File: src/rtl/axi_pkg.sv
// rtl/axi_pkg.sv - shared types and constants for the AXI read-address arbiter
//
// Purpose: arbiter FSM state encoding, master index tags carried in the
// upper nibble of ARID_S, and the helper that sizes the widened ID.
// Ports: none (package).

package axi_pkg;

   typedef enum logic [1:0] {
      IDLE = 2'd0,
      ADDR = 2'd1,
      DATA = 2'd2
   } arb_state_e;

   // Master tag prepended to the master-side ARID so the response path can
   // route R beats back to the requester.
   localparam int         MIDX_BITS = 4;
   localparam logic [3:0] M0_IDX    = 4'd0;
   localparam logic [3:0] M1_IDX    = 4'd1;

   function automatic int id_s_bits(input int id_bits);
      return id_bits + MIDX_BITS;
   endfunction

endpackage

File: src/rtl/rr_arbiter2.sv
// rtl/rr_arbiter2.sv - two-request round-robin picker
//
// Purpose: combinational picker; chooses one of two requesters, breaking a
// tie with the prio input.
// Ports:
//   req  [1:0]  request vector {M1,M0}
//   prio        tie winner: 0 = M0, 1 = M1
//   gnt  [1:0]  one-hot pick {M1,M0}; 2'b00 when nothing requests

module rr_arbiter2 (
   input  logic [1:0] req,
   input  logic       prio,
   output logic [1:0] gnt
);

   always_comb begin
      gnt = 2'b00;
      case (req)
         2'b01:   gnt = 2'b01;
         2'b10:   gnt = 2'b10;
         2'b11:   gnt = prio ? 2'b10 : 2'b01;
         default: gnt = 2'b00;
      endcase
   end

endmodule

File: src/rtl/axi_read_arbiter.sv
// rtl/axi_read_arbiter.sv - round-robin AR-channel arbiter holding grant through the read burst
//
// Purpose: selects M0 (instruction fetch) or M1 (data access) onto the single
// AR path toward the address decoder and keeps that owner until the final R
// beat, so the R channel never has two owners. Counts R beats and flags a
// sticky error when RLAST does not land on beat ARLEN+1.
// Ports:
//   clk, rst                     clock, asynchronous active-high reset
//   AR*_M0 / AR*_M1              master request channels, ARREADY_Mx back
//   AR*_S, ARREADY_S             muxed request toward the decoder
//   RVALID, RREADY, RLAST        R-channel handshake of the granted path
//   grant                        one-hot owner {M1,M0}, 2'b00 = none
//   busy                         arbiter not idle
//   len_err                      sticky RLAST position mismatch

module axi_read_arbiter
   import axi_pkg::*;
#(
   parameter int ID_BITS   = 4,
   parameter int ADDR_BITS = 32,
   parameter int LEN_BITS  = 4
) (
   input  logic                           clk,
   input  logic                           rst,

   input  logic                           ARVALID_M0,
   input  logic [ID_BITS-1:0]             ARID_M0,
   input  logic [ADDR_BITS-1:0]           ARADDR_M0,
   input  logic [LEN_BITS-1:0]            ARLEN_M0,
   input  logic [2:0]                     ARSIZE_M0,
   input  logic [1:0]                     ARBURST_M0,
   output logic                           ARREADY_M0,

   input  logic                           ARVALID_M1,
   input  logic [ID_BITS-1:0]             ARID_M1,
   input  logic [ADDR_BITS-1:0]           ARADDR_M1,
   input  logic [LEN_BITS-1:0]            ARLEN_M1,
   input  logic [2:0]                     ARSIZE_M1,
   input  logic [1:0]                     ARBURST_M1,
   output logic                           ARREADY_M1,

   output logic                           ARVALID_S,
   output logic [ID_BITS+MIDX_BITS-1:0]   ARID_S,
   output logic [ADDR_BITS-1:0]           ARADDR_S,
   output logic [LEN_BITS-1:0]            ARLEN_S,
   output logic [2:0]                     ARSIZE_S,
   output logic [1:0]                     ARBURST_S,
   input  logic                           ARREADY_S,

   input  logic                           RVALID,
   input  logic                           RREADY,
   input  logic                           RLAST,

   output logic [1:0]                     grant,
   output logic                           busy,
   output logic                           len_err
);

   arb_state_e          state, state_nxt;
   logic [1:0]          grant_nxt;
   logic [1:0]          pick;
   logic                prio, prio_nxt;        // 0: M0 wins a tie, 1: M1 wins
   logic [LEN_BITS-1:0] beat_cnt, beat_cnt_nxt;
   logic [LEN_BITS-1:0] len_lat, len_lat_nxt;
   logic                len_err_nxt;
   logic                sel_valid;
   logic                beat;

   rr_arbiter2 u_rr (
      .req  ({ARVALID_M1, ARVALID_M0}),
      .prio (prio),
      .gnt  (pick)
   );

   assign beat = RVALID & RREADY;
   assign busy = (state != IDLE);

   // Payload mux follows the registered grant, so with no owner (including
   // reset) every payload output reads zero.
   always_comb begin
      sel_valid = 1'b0;
      ARID_S    = '0;
      ARADDR_S  = '0;
      ARLEN_S   = '0;
      ARSIZE_S  = '0;
      ARBURST_S = '0;
      if (grant[0]) begin
         sel_valid = ARVALID_M0;
         ARID_S    = {M0_IDX, ARID_M0};
         ARADDR_S  = ARADDR_M0;
         ARLEN_S   = ARLEN_M0;
         ARSIZE_S  = ARSIZE_M0;
         ARBURST_S = ARBURST_M0;
      end else if (grant[1]) begin
         sel_valid = ARVALID_M1;
         ARID_S    = {M1_IDX, ARID_M1};
         ARADDR_S  = ARADDR_M1;
         ARLEN_S   = ARLEN_M1;
         ARSIZE_S  = ARSIZE_M1;
         ARBURST_S = ARBURST_M1;
      end
   end

   // Next-state and handshake outputs.
   always_comb begin
      state_nxt    = state;
      grant_nxt    = grant;
      prio_nxt     = prio;
      beat_cnt_nxt = beat_cnt;
      len_lat_nxt  = len_lat;
      len_err_nxt  = len_err;
      ARVALID_S    = 1'b0;
      ARREADY_M0   = 1'b0;
      ARREADY_M1   = 1'b0;

      case (state)
         IDLE: begin
            // Grant is registered here; the decoder sees ARVALID_S only from
            // the following cycle.
            if (|pick) begin
               grant_nxt = pick;
               state_nxt = ADDR;
            end
         end

         ADDR: begin
            // No re-arbitration here even if the owner drops ARVALID.
            ARVALID_S  = sel_valid;
            ARREADY_M0 = grant[0] & ARREADY_S;
            ARREADY_M1 = grant[1] & ARREADY_S;
            if (sel_valid && ARREADY_S) begin
               len_lat_nxt  = ARLEN_S;
               beat_cnt_nxt = '0;
               state_nxt    = DATA;
            end
         end

         DATA: begin
            if (beat) begin
               beat_cnt_nxt = beat_cnt + LEN_BITS'(1);
               // RLAST must coincide exactly with beat index len_lat; either
               // an early or a missing RLAST flags the error.
               if (RLAST != (beat_cnt == len_lat)) begin
                  len_err_nxt = 1'b1;
               end
               // Only RLAST releases the channel, mismatch or not.
               if (RLAST) begin
                  state_nxt = IDLE;
                  grant_nxt = 2'b00;
                  prio_nxt  = grant[0];   // the other master wins the next tie
               end
            end
         end

         default: begin
            state_nxt = IDLE;
            grant_nxt = 2'b00;
         end
      endcase
   end

   always_ff @(posedge clk or posedge rst) begin
      if (rst) begin
         state    <= IDLE;
         grant    <= 2'b00;
         prio     <= 1'b0;
         beat_cnt <= '0;
         len_lat  <= '0;
         len_err  <= 1'b0;
      end else begin
         state    <= state_nxt;
         grant    <= grant_nxt;
         prio     <= prio_nxt;
         beat_cnt <= beat_cnt_nxt;
         len_lat  <= len_lat_nxt;
         len_err  <= len_err_nxt;
      end
   end

endmodule
File: config.mk
export PLATFORM = sky130hd
export DESIGN_NAME = axi_read_arbiter
export DESIGN_NICKNAME = d
export VERILOG_FILES = /design/src/rtl/axi_pkg.sv /design/src/rtl/rr_arbiter2.sv /design/src/rtl/axi_read_arbiter.sv
export SDC_FILE = /design/constraint.sdc
export NUM_CORES = 1
export LEC_CHECK = 0
export BUFFER_PORTS_ARGS = -buffer_cell sky130_fd_sc_hd__buf_2
export CAP_MARGIN = 25
export CELL_PAD_IN_SITES_DETAIL_PLACEMENT = 1
export CELL_PAD_IN_SITES_GLOBAL_PLACEMENT = 1
export CORE_MARGIN = 5
export CORE_UTILIZATION = 20
export DETAILED_ROUTE_END_ITERATION = 8
export PLACE_DENSITY = 0.85
export SYNTH_ARGS = -nofsm -noshare
export SYNTH_HDL_FRONTEND = slang
export SYNTH_SLANG_ARGS = --single-unit
File: constraint.sdc
create_clock -name clk -period 1.89 [get_ports clk]
set_input_delay 0.2835 -clock clk [delete_from_list [all_inputs] [get_ports clk]]
set_output_delay 0.2835 -clock clk [all_outputs]
set_load 0.02 [all_outputs]
==> results.txt <==
Worst clock skew: 0.00341 ns
First-pass GRT wire length: 8290 um
Xor and xnor fraction of the mapped netlist area: 0.0503
WP data arrival: 1.46 ns
Area leader, netlist: a22o_1
Mean Syn Cell Area: 9.68 um^2
Pre-antenna DRT Iters: 4
CTS Hold Bufs: 0
Post-CTS Repair Setup Buffers: 0
CP endpoint kind: primary output
Startpoint types: register
CTS clock-pin slew for the worst setup and hold paths: 0.06 ns
Bufs on Longest Clock Path: 2
Setup violators final: 0
Peak VDD IR: 0.000707 V
Placed Area: 2030 um^2
Synth Cell Area: 1220 um^2
Port bufs: 150
DP HPWL: 4600 um
Core area: 5920 um^2
Drt total wl: 5390 um
PD cells: 1580 nW/um^2
Setup TNS: 0 ns
Post-synth ARST share: 1.00
Post-synthesis sequential area ratio: 0.287
Status: completed
Ranking of synthesized cells by area: a22o_1 33%, dfrtp_1 29%, mux2_2 3.7%, xnor2_1 3.6%, buf_2 3.3%
Average wire per standard cell: 15.6 um
Hold Slack: 0.0674 ns
EDFF count, synth: 0
Largest stage delay on the critical path: 0.43 ns
Vias in the first global route: 1,798
Combinational family with the most area after synthesis: compound AO/OA/AOI/OAI gates
Die width: 88.1 um
Clk Latency, worst-skew pair: 0.25 ns
WP buf/inv: 2
Htree depth: 1
Final #Nets: 371
Critical-path top delay cell: dfrtp_2
Multiplexer area fraction after synthesis: 0.0615
Max Freq: 575 MHz
Synthesis-stage register bit count: 14
Post-CTS sizing: 0
Starting Density: 0.206
Top delay family on crit path: flip-flops
Final GP Congestion: 0.807
Slew Viols, Final: 0
Yosys top cell area share: 0.330
Max_slew headroom: 0.635
Final Cell Area: 2090 um^2
Max Cap Viol: 0
Routed Antenna Nets: 0
Period Utilization, post-route: 0.920
Commonest cells post-synth: 46 x a22o_1, 14 x dfrtp_1, 9 x nand2_1
Req. time, crit path: 1.61 ns
Cell Chain, Critical Path: nor2b_4 -> buf_4 -> a22o_1 -> buf_2
Adder-cell share of the synthesized area: 0.0103
Root Buffer Master: clkbuf_8
Ports: 154
Initial antenna violation count: 0
TritonCTS clock tree: yes
Ys Warns: 0
RSZ-0062 raised after global routing: false
Syn Inst Count: 126
P&R area growth vs syn: 71.0%
GRT Util Overall: 0.133
Antenna diode count: 0
Die Y: 88.1 um
Synth cell types: 33
Total number of vias: 1,631
Share of cells above drive strength 1: 0.646
# DRC: 0
Number of clock sinks: 14
Period minus WS final: 1.74 ns
Non-Filler Instances: 346
CTS Buf Count: 3
Site Rows: 28
Critical path class: register to primary output
Synth Area in Simple Gates: 0.112
Drt initial violations: 19
Worst-margin pin slew: 0.546 ns
Via-per-instance ratio: 4.71
Leading register cell type out of synthesis: dfrtp_1
Pin count of the biggest net entering global routing: 31
P_leak: 1.21 nW
Synth Area in Compound Gates: 0.397
Critical Path Fanout Max: 20
Most common cell in the synthesized netlist: a22o_1
Final Hold Vio Count: 0
Total congestion overflow: 0
Tightest Hold Check Type: primary input to async pin
Die Area: 7760 um^2
Placed Cells: 342
Tot Pwr: 3.30 mW
## stage by stage
stage                     setup WS (ns)  utilization
final                             0.151        0.352
after global routing             0.0675        0.352
after CTS                        0.0361        0.351
after detailed placement          0.313        0.342
after global placement            0.384        0.342
after floorplan                   0.252            -
## cell type report
class | instances | area (um^2)
fillers | 740 | 3830
repair buffers | 154 | 785
flip-flops and latches | 14 | 353
inverters | 3 | 11.3
well taps | 75 | 93.8
clock buffers | 4 | 55.1
multi-input cells | 96 | 788
## cell families (layout without fill, tap and decap cells)
| family | after synthesis | in the layout |
|---|---|---|
| other | 1 | 3 |
| DFF | 14 | 14 |
| and+or+nand+nor | 24 | 24 |
| adders and majority gates | 1 | 1 |
| AOI/OAI and AO/OA | 55 | 55 |
| muxes | 6 | 6 |
| buffers and inverters | 18 | 161 |
| xor gates and xnor gates | 7 | 7 |
## registers in the layout (all words and copies together), names as in the netlist
signal    count
state         2
beat_cnt      4
prio          1
len_err       1
len_lat       4
grant         2
## cells in the final DEF (no fill, tap or decap), types with 2 or more instances in the layout
| cell | n |
|---|---|
| clkbuf_8 | 4 |
| a22o_1 | 46 |
| buf_2 | 150 |
| buf_4 | 3 |
| xor2_1 | 2 |
| mux2_4 | 2 |
| nand2_1 | 9 |
| inv_1 | 3 |
| nand4_1 | 3 |
| conb_1 | 3 |
| xnor2_1 | 5 |
| a311oi_1 | 2 |
| nor2_1 | 2 |
| dfrtp_1 | 12 |
| mux2_2 | 4 |
| dfrtp_2 | 2 |
| and2_2 | 2 |
## worst paths after layout
path,start,end,slack (ns),cells after the start
setup / recovery,grant[1]$_DFFE_PP0P_,ARADDR_S[18],0.15,4
setup reg to reg,state[0]$_DFFE_PP0P_,len_lat[1]$_DFFE_PP0P_,0.36,3
hold / removal,rst,beat_cnt[1]$_DFFE_PP0P_,0.07,2
hold reg to reg,len_err$_DFFE_PP0P_,len_err$_DFFE_PP0P_,0.47,1
min in group clk,ARREADY_S,state[0]$_DFFE_PP0P_,0.26,2
max in group asynchronous,rst,grant[1]$_DFFE_PP0P_,1.43,2
## report_power, final
part           switching [mW]  leakage (nW)  internal [mW]
sequential              0.122         0.179          0.406
clock                   0.117        0.0288          0.185
combinational            1.46          1.00           1.00
total                    1.70          1.21           1.59
## worst register-to-register path: stages (launching register included)
cell and delay (ns):
dfrtp_1 0.48, and3b_1 0.24, a21boi_4 0.32, mux2_2 0.37
## layer usage
metal,vias up,track usage,share of wire
li1,779,-,-
met1,771,0.139,0.35
met2,78,0.261,0.55
met3,3,0.0433,0.10
met4,0,0.0234,0.0043
met5,-,0,0
(Power assumes the default switching activity.)
